`config.mk`:
```
export PLATFORM = sky130hd
export DESIGN_NAME = fe_mpa_hit_arbiter
export DESIGN_NICKNAME = d
export VERILOG_FILES = /design/src/rtl/fe_mpa_hit_arbiter.sv
export SDC_FILE = /design/constraint.sdc
export NUM_CORES = 1
export LEC_CHECK = 0
export BUFFER_PORTS_ARGS = -buffer_cell sky130_fd_sc_hd__buf_2
export CORE_MARGIN = 2
export CORE_UTILIZATION = 25
export CTS_BUF_LIST = sky130_fd_sc_hd__clkbuf_2
export CTS_CLUSTER_DIAMETER = 100
export DETAILED_ROUTE_END_ITERATION = 8
export PLACE_DENSITY = 0.38
export SLEW_MARGIN = 30
export SYNTH_ARGS = -nofsm -noshare
export SYNTH_HDL_FRONTEND = slang
export SYNTH_SLANG_ARGS = --single-unit
```
`constraint.sdc`:
```
create_clock -name clk -period 8.85 [get_ports clk]
set_input_delay 1.77 -clock clk [delete_from_list [all_inputs] [get_ports clk]]
set_output_delay 1.77 -clock clk [all_outputs]
set_load 0.01 [all_outputs]
```
`src/rtl/fe_mpa_hit_arbiter.sv`:
```
// Readout arbiter for the four MPA hit channels: stamps hits with a BX count,
// buffers them as events and serializes each event as a header plus one word per hit.
module fe_mpa_hit_arbiter #(
    parameter int DEPTH = 8,
    parameter int BX_W  = 12
) (
    input  logic        clk,
    input  logic        rst,
    input  logic        en,
    input  logic        hit1_dv,
    input  logic [16:0] hit1_data,
    input  logic        hit2_dv,
    input  logic [16:0] hit2_data,
    input  logic        hit3_dv,
    input  logic [16:0] hit3_data,
    input  logic        hit4_dv,
    input  logic [16:0] hit4_data,
    output logic        out_valid,
    input  logic        out_ready,
    output logic [21:0] out_data,
    output logic        out_last,
    output logic        fifo_full,
    output logic [15:0] ovf_cnt
);
    localparam int AW = $clog2(DEPTH);

    typedef struct packed {
        logic [BX_W-1:0]  bx;
        logic [3:0]       mask;
        logic [3:0][16:0] data;
    } event_t;

    typedef enum logic [1:0] {IDLE, HEADER, HITS} state_t;

    state_t          state;
    state_t          state_next;
    logic [BX_W-1:0] bx;
    event_t          mem [DEPTH];
    logic [AW-1:0]   wr_ptr;
    logic [AW-1:0]   rd_ptr;
    logic [AW:0]     count;
    logic [AW:0]     count_next;
    event_t          shadow;
    logic [3:0]      remaining;
    logic [3:0]      in_mask;
    event_t          in_event;
    logic            capture;
    logic            push;
    logic            pop;
    logic [1:0]      cur_ch;
    logic            last_hit;
    logic [2:0]      hit_count;

    assign in_mask        = {hit4_dv, hit3_dv, hit2_dv, hit1_dv};
    assign in_event.bx    = bx;
    assign in_event.mask  = in_mask;
    assign in_event.data  = {hit4_data, hit3_data, hit2_data, hit1_data};

    // A full FIFO at the capturing edge drops the event even if IDLE pops that same edge.
    assign capture    = en && (in_mask != 4'b0000);
    assign push       = capture && !fifo_full;
    assign pop        = (state == IDLE) && (count != '0);
    assign count_next = count + {{AW{1'b0}}, push} - {{AW{1'b0}}, pop};

    assign hit_count = {2'b00, shadow.mask[0]} + {2'b00, shadow.mask[1]}
                     + {2'b00, shadow.mask[2]} + {2'b00, shadow.mask[3]};
    assign last_hit  = (remaining != 4'b0000) && ((remaining & (remaining - 4'd1)) == 4'b0000);

    always_comb begin
        cur_ch = 2'd0;
        for (int i = 3; i >= 0; i--) begin
            if (remaining[i]) cur_ch = 2'(i);
        end
    end

    always_ff @(posedge clk) begin
        if (rst) begin
            bx        <= '0;
            wr_ptr    <= '0;
            rd_ptr    <= '0;
            count     <= '0;
            fifo_full <= 1'b0;
            ovf_cnt   <= '0;
        end else begin
            if (en) bx <= bx + 1'b1;
            if (push) wr_ptr <= wr_ptr + 1'b1;
            if (pop) rd_ptr <= rd_ptr + 1'b1;
            count     <= count_next;
            fifo_full <= (count_next == (AW+1)'(DEPTH));
            if (capture && fifo_full && (ovf_cnt != 16'hFFFF)) ovf_cnt <= ovf_cnt + 16'd1;
        end
    end

    always_ff @(posedge clk) begin
        if (push) mem[wr_ptr] <= in_event;
    end

    // The shadow keeps the full event for the header; remaining tracks unsent hits.
    always_ff @(posedge clk) begin
        if (rst) begin
            state     <= IDLE;
            shadow    <= '0;
            remaining <= '0;
        end else begin
            state <= state_next;
            if (pop) begin
                shadow    <= mem[rd_ptr];
                remaining <= mem[rd_ptr].mask;
            end else if ((state == HITS) && out_ready) begin
                remaining[cur_ch] <= 1'b0;
            end
        end
    end

    always_comb begin
        state_next = state;
        out_valid  = 1'b0;
        out_data   = '0;
        out_last   = 1'b0;
        case (state)
            IDLE: begin
                if (count != '0) state_next = HEADER;
            end
            HEADER: begin
                out_valid = 1'b1;
                out_data  = {2'b01, shadow.bx, hit_count, 5'b00000};
                if (out_ready) state_next = HITS;
            end
            HITS: begin
                out_valid = 1'b1;
                out_data  = {2'b10, 1'b0, cur_ch, shadow.data[cur_ch]};
                out_last  = last_hit;
                if (out_ready && last_hit) state_next = IDLE;
            end
            default: state_next = IDLE;
        endcase
    end
endmodule
```
# --- Word-level counts from Yosys, hierarchy flattened ---
# Memories as Yosys holds them, arrays and structs flattened. A register that Yosys moved wholly into a read port is not among the register bits.
# Cells that the tools add are included.
# Widths: inputs -> output; s select.
totals:
  inputBits: 76
  reg_bits: 129
  out_inout_bits: 41
  ram_bits: 672
  memories: 1
op_classes:
  add_sub_neg: 10
  n_mux: 21
  eq_ne: 7
  n_reduce_logical: 18
  order_cmp: 2
  bitwise_logic: 3
mem_list:
  columns: ["name", "depth", "word_bits", "rd", "rd_ports_with_merged_regs", "wr", "line_no", "rtl"]
  rows:
  - ["mem", 8, 84, 1, 1, 1, "38", "event_t mem [DEPTH];"]
ops:
  columns: ["operator", "n"]
  rows:
  - ["$pmux 22 s2", 1]
  - ["$bmux 17 s2", 1]
  - ["$mux 17", 1]
  - ["$add 16x1->16 const B", 1]
  - ["$ne 16x16->1 const B", 1]
  - ["$mux 2", 7]
  - ["$add 12x1->12 const B", 1]
  - ["$reduce_bool 4->1", 3]
  - ["$logic_and 1x1->1", 9]
  - ["$and 4x4->4", 2]
  - ["$mux 4", 2]
  - ["$add 3x1->3 const B", 2]
  - ["$mux 3", 2]
  - ["$pmux 2 s3", 1]
  - ["$mux 1", 5]
  - ["$add 4x1->4", 1]
  - ["$eq 4x4->1 const B", 1]
  - ["$logic_not 4->1", 1]
  - ["$ne 2x1->1 const B", 2]
  - ["$not 4->4", 1]
  - ["$sub 4x1->4", 1]
  - ["$sub 4x1->4 const B", 1]
  - ["$add 2x1->3", 1]
  - ["$add 3x1->3", 1]
  - ["other kinds (12)", 12]

# --- Depth between registers and ports, before layout ---
logic_depth:
  ltp_word: 12
  mapped_depth: 15
  ltp_nobuf: 13

# --- Worst setup path after synthesis ---
# OpenSTA, ideal clock, no wires.
synth_path:
  path_type: "input-to-reg"
  start: "input hit2_dv"
  end: "memory mem[0][0] (netlist name), enable pin"
  arrival_time_ns: 8.092
  stages: 4
  setup_ns: 0.630
  setup_slack_ns: 0.128
  n_path_buf: 0
  required_ns: 8.220
  path_cell_list: "o41a_2 -> nor2b_1 -> nand2b_1 -> nor3_1"
synth_between:
  elab_chain_cells: 5
synth_rtl:
  columns: ["element", "line_no", "rtl"]
  rows:
  - ["from (decl)", "12", "input logic hit2_dv,"]
  - ["$reduce_bool 4->1", "60", "assign capture = en && (in_mask != 4'b0000);"]
  - ["$logic_and 1x1->1", "60", null]
  - ["$logic_and 1x1->1", "61", "assign push = capture && !fifo_full;"]
  - ["$mux 1", "95", "if (push) mem[wr_ptr] <= in_event;"]
  - ["$mux 1 (not written as such)", "95", null]
  - ["to (decl)", "38", null]
# Every way passes these cells.

# --- Final worst setup path ---
layout_path:
  start: "register remaining[2]"
  end: "output out_data[10]"
layout_between:
  elab_chain_cells: 6
layout_rtl:
  columns: ["element", "line_no", "rtl"]
  rows:
  - ["from (decl)", "44", "logic [3:0] remaining;"]
  - ["from (signal assigned)", "108", "remaining <= mem[rd_ptr].mask;"]
  - ["$mux 2 (3 in a row)", "72", "if (remaining[i]) cur_ch = 2'(i);"]
  - ["$bmux 17 s2", "131", "out_data = {2'b10, 1'b0, cur_ch, shadow.data[cur_ch]};"]
  - ["$mux 17 (not written as such)", "131", null]
  - ["$pmux 22 s2", "120", "case (state)"]
  - ["to (decl)", "20", "output logic [21:0] out_data,"]
# Every way passes these cells. The select of a mux whose other input is x is not followed.

==> metrics.txt <==
status finished clean; min-delay src rd_ptr[1]; Setup-failing EPs final 0; Fmax 0.163 GHz; Hold Crit Class reg2reg; Seq/Total Area, Yosys about 74%; worst-skew pair later-pin latency 1.52 ns; Mapped Nets about 1700; clock skew 0.107 ns; metal2 WL between 30000 and 40000 microns; fill cell count around 12000; clk root buf clkbuf_2; Max-Cap Viols 0; DR pass1 iterations 5; Area Growth Syn to Fin 14.8%; IR drop worst, VDD about 0.00016 V; Die Y between 300 and 400 microns; Synth Warn # 0; Hold Vio Cnt, Final 0; Die ar. between 100000 and 150000 sq um; num rows approximately 130; DRC violations left 0; clk sinks roughly 800; max-slew violation count 0; worst path required time between 7 and 8 ns; total gr overflow 0; CTS H-tree depth 4; LEAKAGE around 12 nW; DR WL/cell between 20 and 25 microns; min Tclk post-route between 6 and 7 ns; critical path type reg2out; die width 354 microns; DP Cell Count 3272; Arr. time, crit path 4.38 ns; DP HPWL 47900 microns; PortBufs ~120; Total Power roughly 0.0098 W; TritonCTS clock tree yes; Synth cell types around 50; CP startpoint remaining[2]; Pwr Density about 280 nW/um^2; Slew HR 34.7%; Final nets about 2000; gate count of the mapped netlist ~1600; final hold slack approximately 0.5 ns; Initial Utilization 25.2%; crit path launch type register; cts hold-fix bufs 0; CTS Buf Count about 210; layout cell share with drive strength beyond 1 about a third; Slew @ Worst Pin roughly 0.98 ns; global-route wire length before repair about 120000 microns; asr flop ratio synth 0%; largest net degree at the start of global routing 98; core area between 100000 and 150000 sq um; Final Non-Filler Cells between 3000 and 4000; Max Root-Sink Buffers 3; CTS clk-pin slew, worst paths 0.11 ns; final setup margin roughly 2.7 ns; vias in the first global route ~17000; uppermost layer routed met5; met3 wire len just over 4000 microns; io pins approximately 120; final setup TNS 0 ns; Setup Buffers After CTS 0; Final Cycle Share ~69%; post-CTS resize count 0; Main synth FF type edfxtp_1; DRT iter0 DRCs ~760; met1 wire length 36900 microns; Synth Area per Inst between 15 and 20 sq um; initial antenna violation count 14; dpl ws roughly 3.9 ns; antenna-violating nets left 0; Total GRT Usage 12.9%; Crit. End Element primary output; GPL Wtd Cong about 0.71; vias 16000; RSZ-0062 raised after global routing false; vias per cell between 4 and 5; Syn Std Cell Area 30700 sq um; number of synthesized register bits roughly 800; Routed WL ~80000 microns; Post-synth EDFFs 672; CP max FO 12
-- cell families (layout without fill, tap and decap cells) --
| kind of cell | count (synthesis) | in the layout | synth area share (%) |
|---|---|---|---|
| multiplexers | 274 | 274 | 15.8 |
| other | 0 | 3 | 0 |
| XOR/XNOR | 25 | 25 | 0.714 |
| buffers and inverters | 108 | 546 | 1.63 |
| AO/OA/AOI/OAI | 146 | 146 | 3.58 |
| flip-flops | 804 | 804 | 74.4 |
| AND/OR/NAND/NOR | 222 | 222 | 3.19 |
| adder cells (fa/ha/maj) | 16 | 16 | 0.701 |
-- cells in the mapped netlist (5+ instances only) --
master	n	area, sq um
a211oi_1	82	616
a21o_1	5	37.5
a21oi_1	10	50.1
a222oi_1	5	50.1
a22oi_1	12	90.1
a31o_2	5	43.8
buf_1	11	41.3
buf_2	23	115
buf_4	14	105
clkbuf_1	43	161
dfxtp_1	132	2640
edfxtp_1	672	20200
ha_1	14	175
inv_1	15	56.3
mux2_2	5	56.3
mux2i_1	101	1010
mux4_2	168	3780
nand2_1	32	120
nand3_1	12	60.1
nand4_1	6	37.5
nor2_1	130	488
nor3_1	10	50.1
o21ai_0	5	25.0
o221ai_1	12	105
xnor2_1	11	96.3
xor2_1	14	123
-- report_power, final --
part | switching [W] | internal (W) | total, W
combinational | 0.00141 | 0.000952 | 0.00236
sequential | 0.000269 | 0.00449 | 0.00476
clock | 0.00153 | 0.00115 | 0.00268
-- worst max-delay path, stage by stage, from the launching register on --
cell and delay (ns):
dfxtp_1 0.37, o21ai_1 0.78, nand3_1 0.73, o221ai_1 0.75, buf_2 0.25
-- through the flow --
step	cell area (sq um)	utilization [%]
finish	35200	28.9
global route	35200	28.9
CTS	35200	28.9
detailed placement	33200	27.3
global placement	33200	27.2
floorplan	30700	-
-- registers in the layout (all words and copies together), names as in the netlist, named ones only --
register / cells
bx: 12
count: 4
fifo_full: 1
mem: 672
ovf_cnt: 16
rd_ptr: 3
remaining: 4
shadow: 84
state: 2
wr_ptr: 3
-- routing by layer --
metal  vias up  GRT usage, %
met5         -             0
met4        10          4.48
met3       153          3.48
met2       438          20.2
met1      8241          17.2
li1       7163             -
-- area by class of cell --
type                    count  area (sq um)  share of cell area [%]
well taps                1625          2030                    5.77
inverters                  15          61.3                   0.174
clock buffers             347          1740                    4.93
diodes                      3          7.51                  0.0213
flip-flops and latches    804         22800                    64.8
multi-input cells         683          7420                    21.1
clock inverters            39           294                   0.835
repair buffers            145           828                    2.35
-- cell usage in the layout, fill, tap and decap left out, types with 12 or more instances in the layout --
cell type / n
nand3_1: 12
inv_1: 14
o221ai_1: 12
mux2i_1: 101
clkinv_1: 22
ha_1: 14
nand2_1: 32
clkbuf_2: 347
buf_2: 115
mux4_2: 168
nor2_1: 124
a22oi_1: 12
dfxtp_1: 129
xor2_1: 14
edfxtp_1: 672
a211oi_1: 82
buf_4: 25
-- path summary, 6_finish.rpt --
kind | to | slack (ns) | cells after the start
worst max-delay path | out_data[10] | 2.70 | 4
worst max register to register | shadow[56] | 5.30 | 5
worst min-delay path | register | 0.50 | 2
worst min register to register | register | 0.50 | 2
Power figures use the tool's default switching activity.
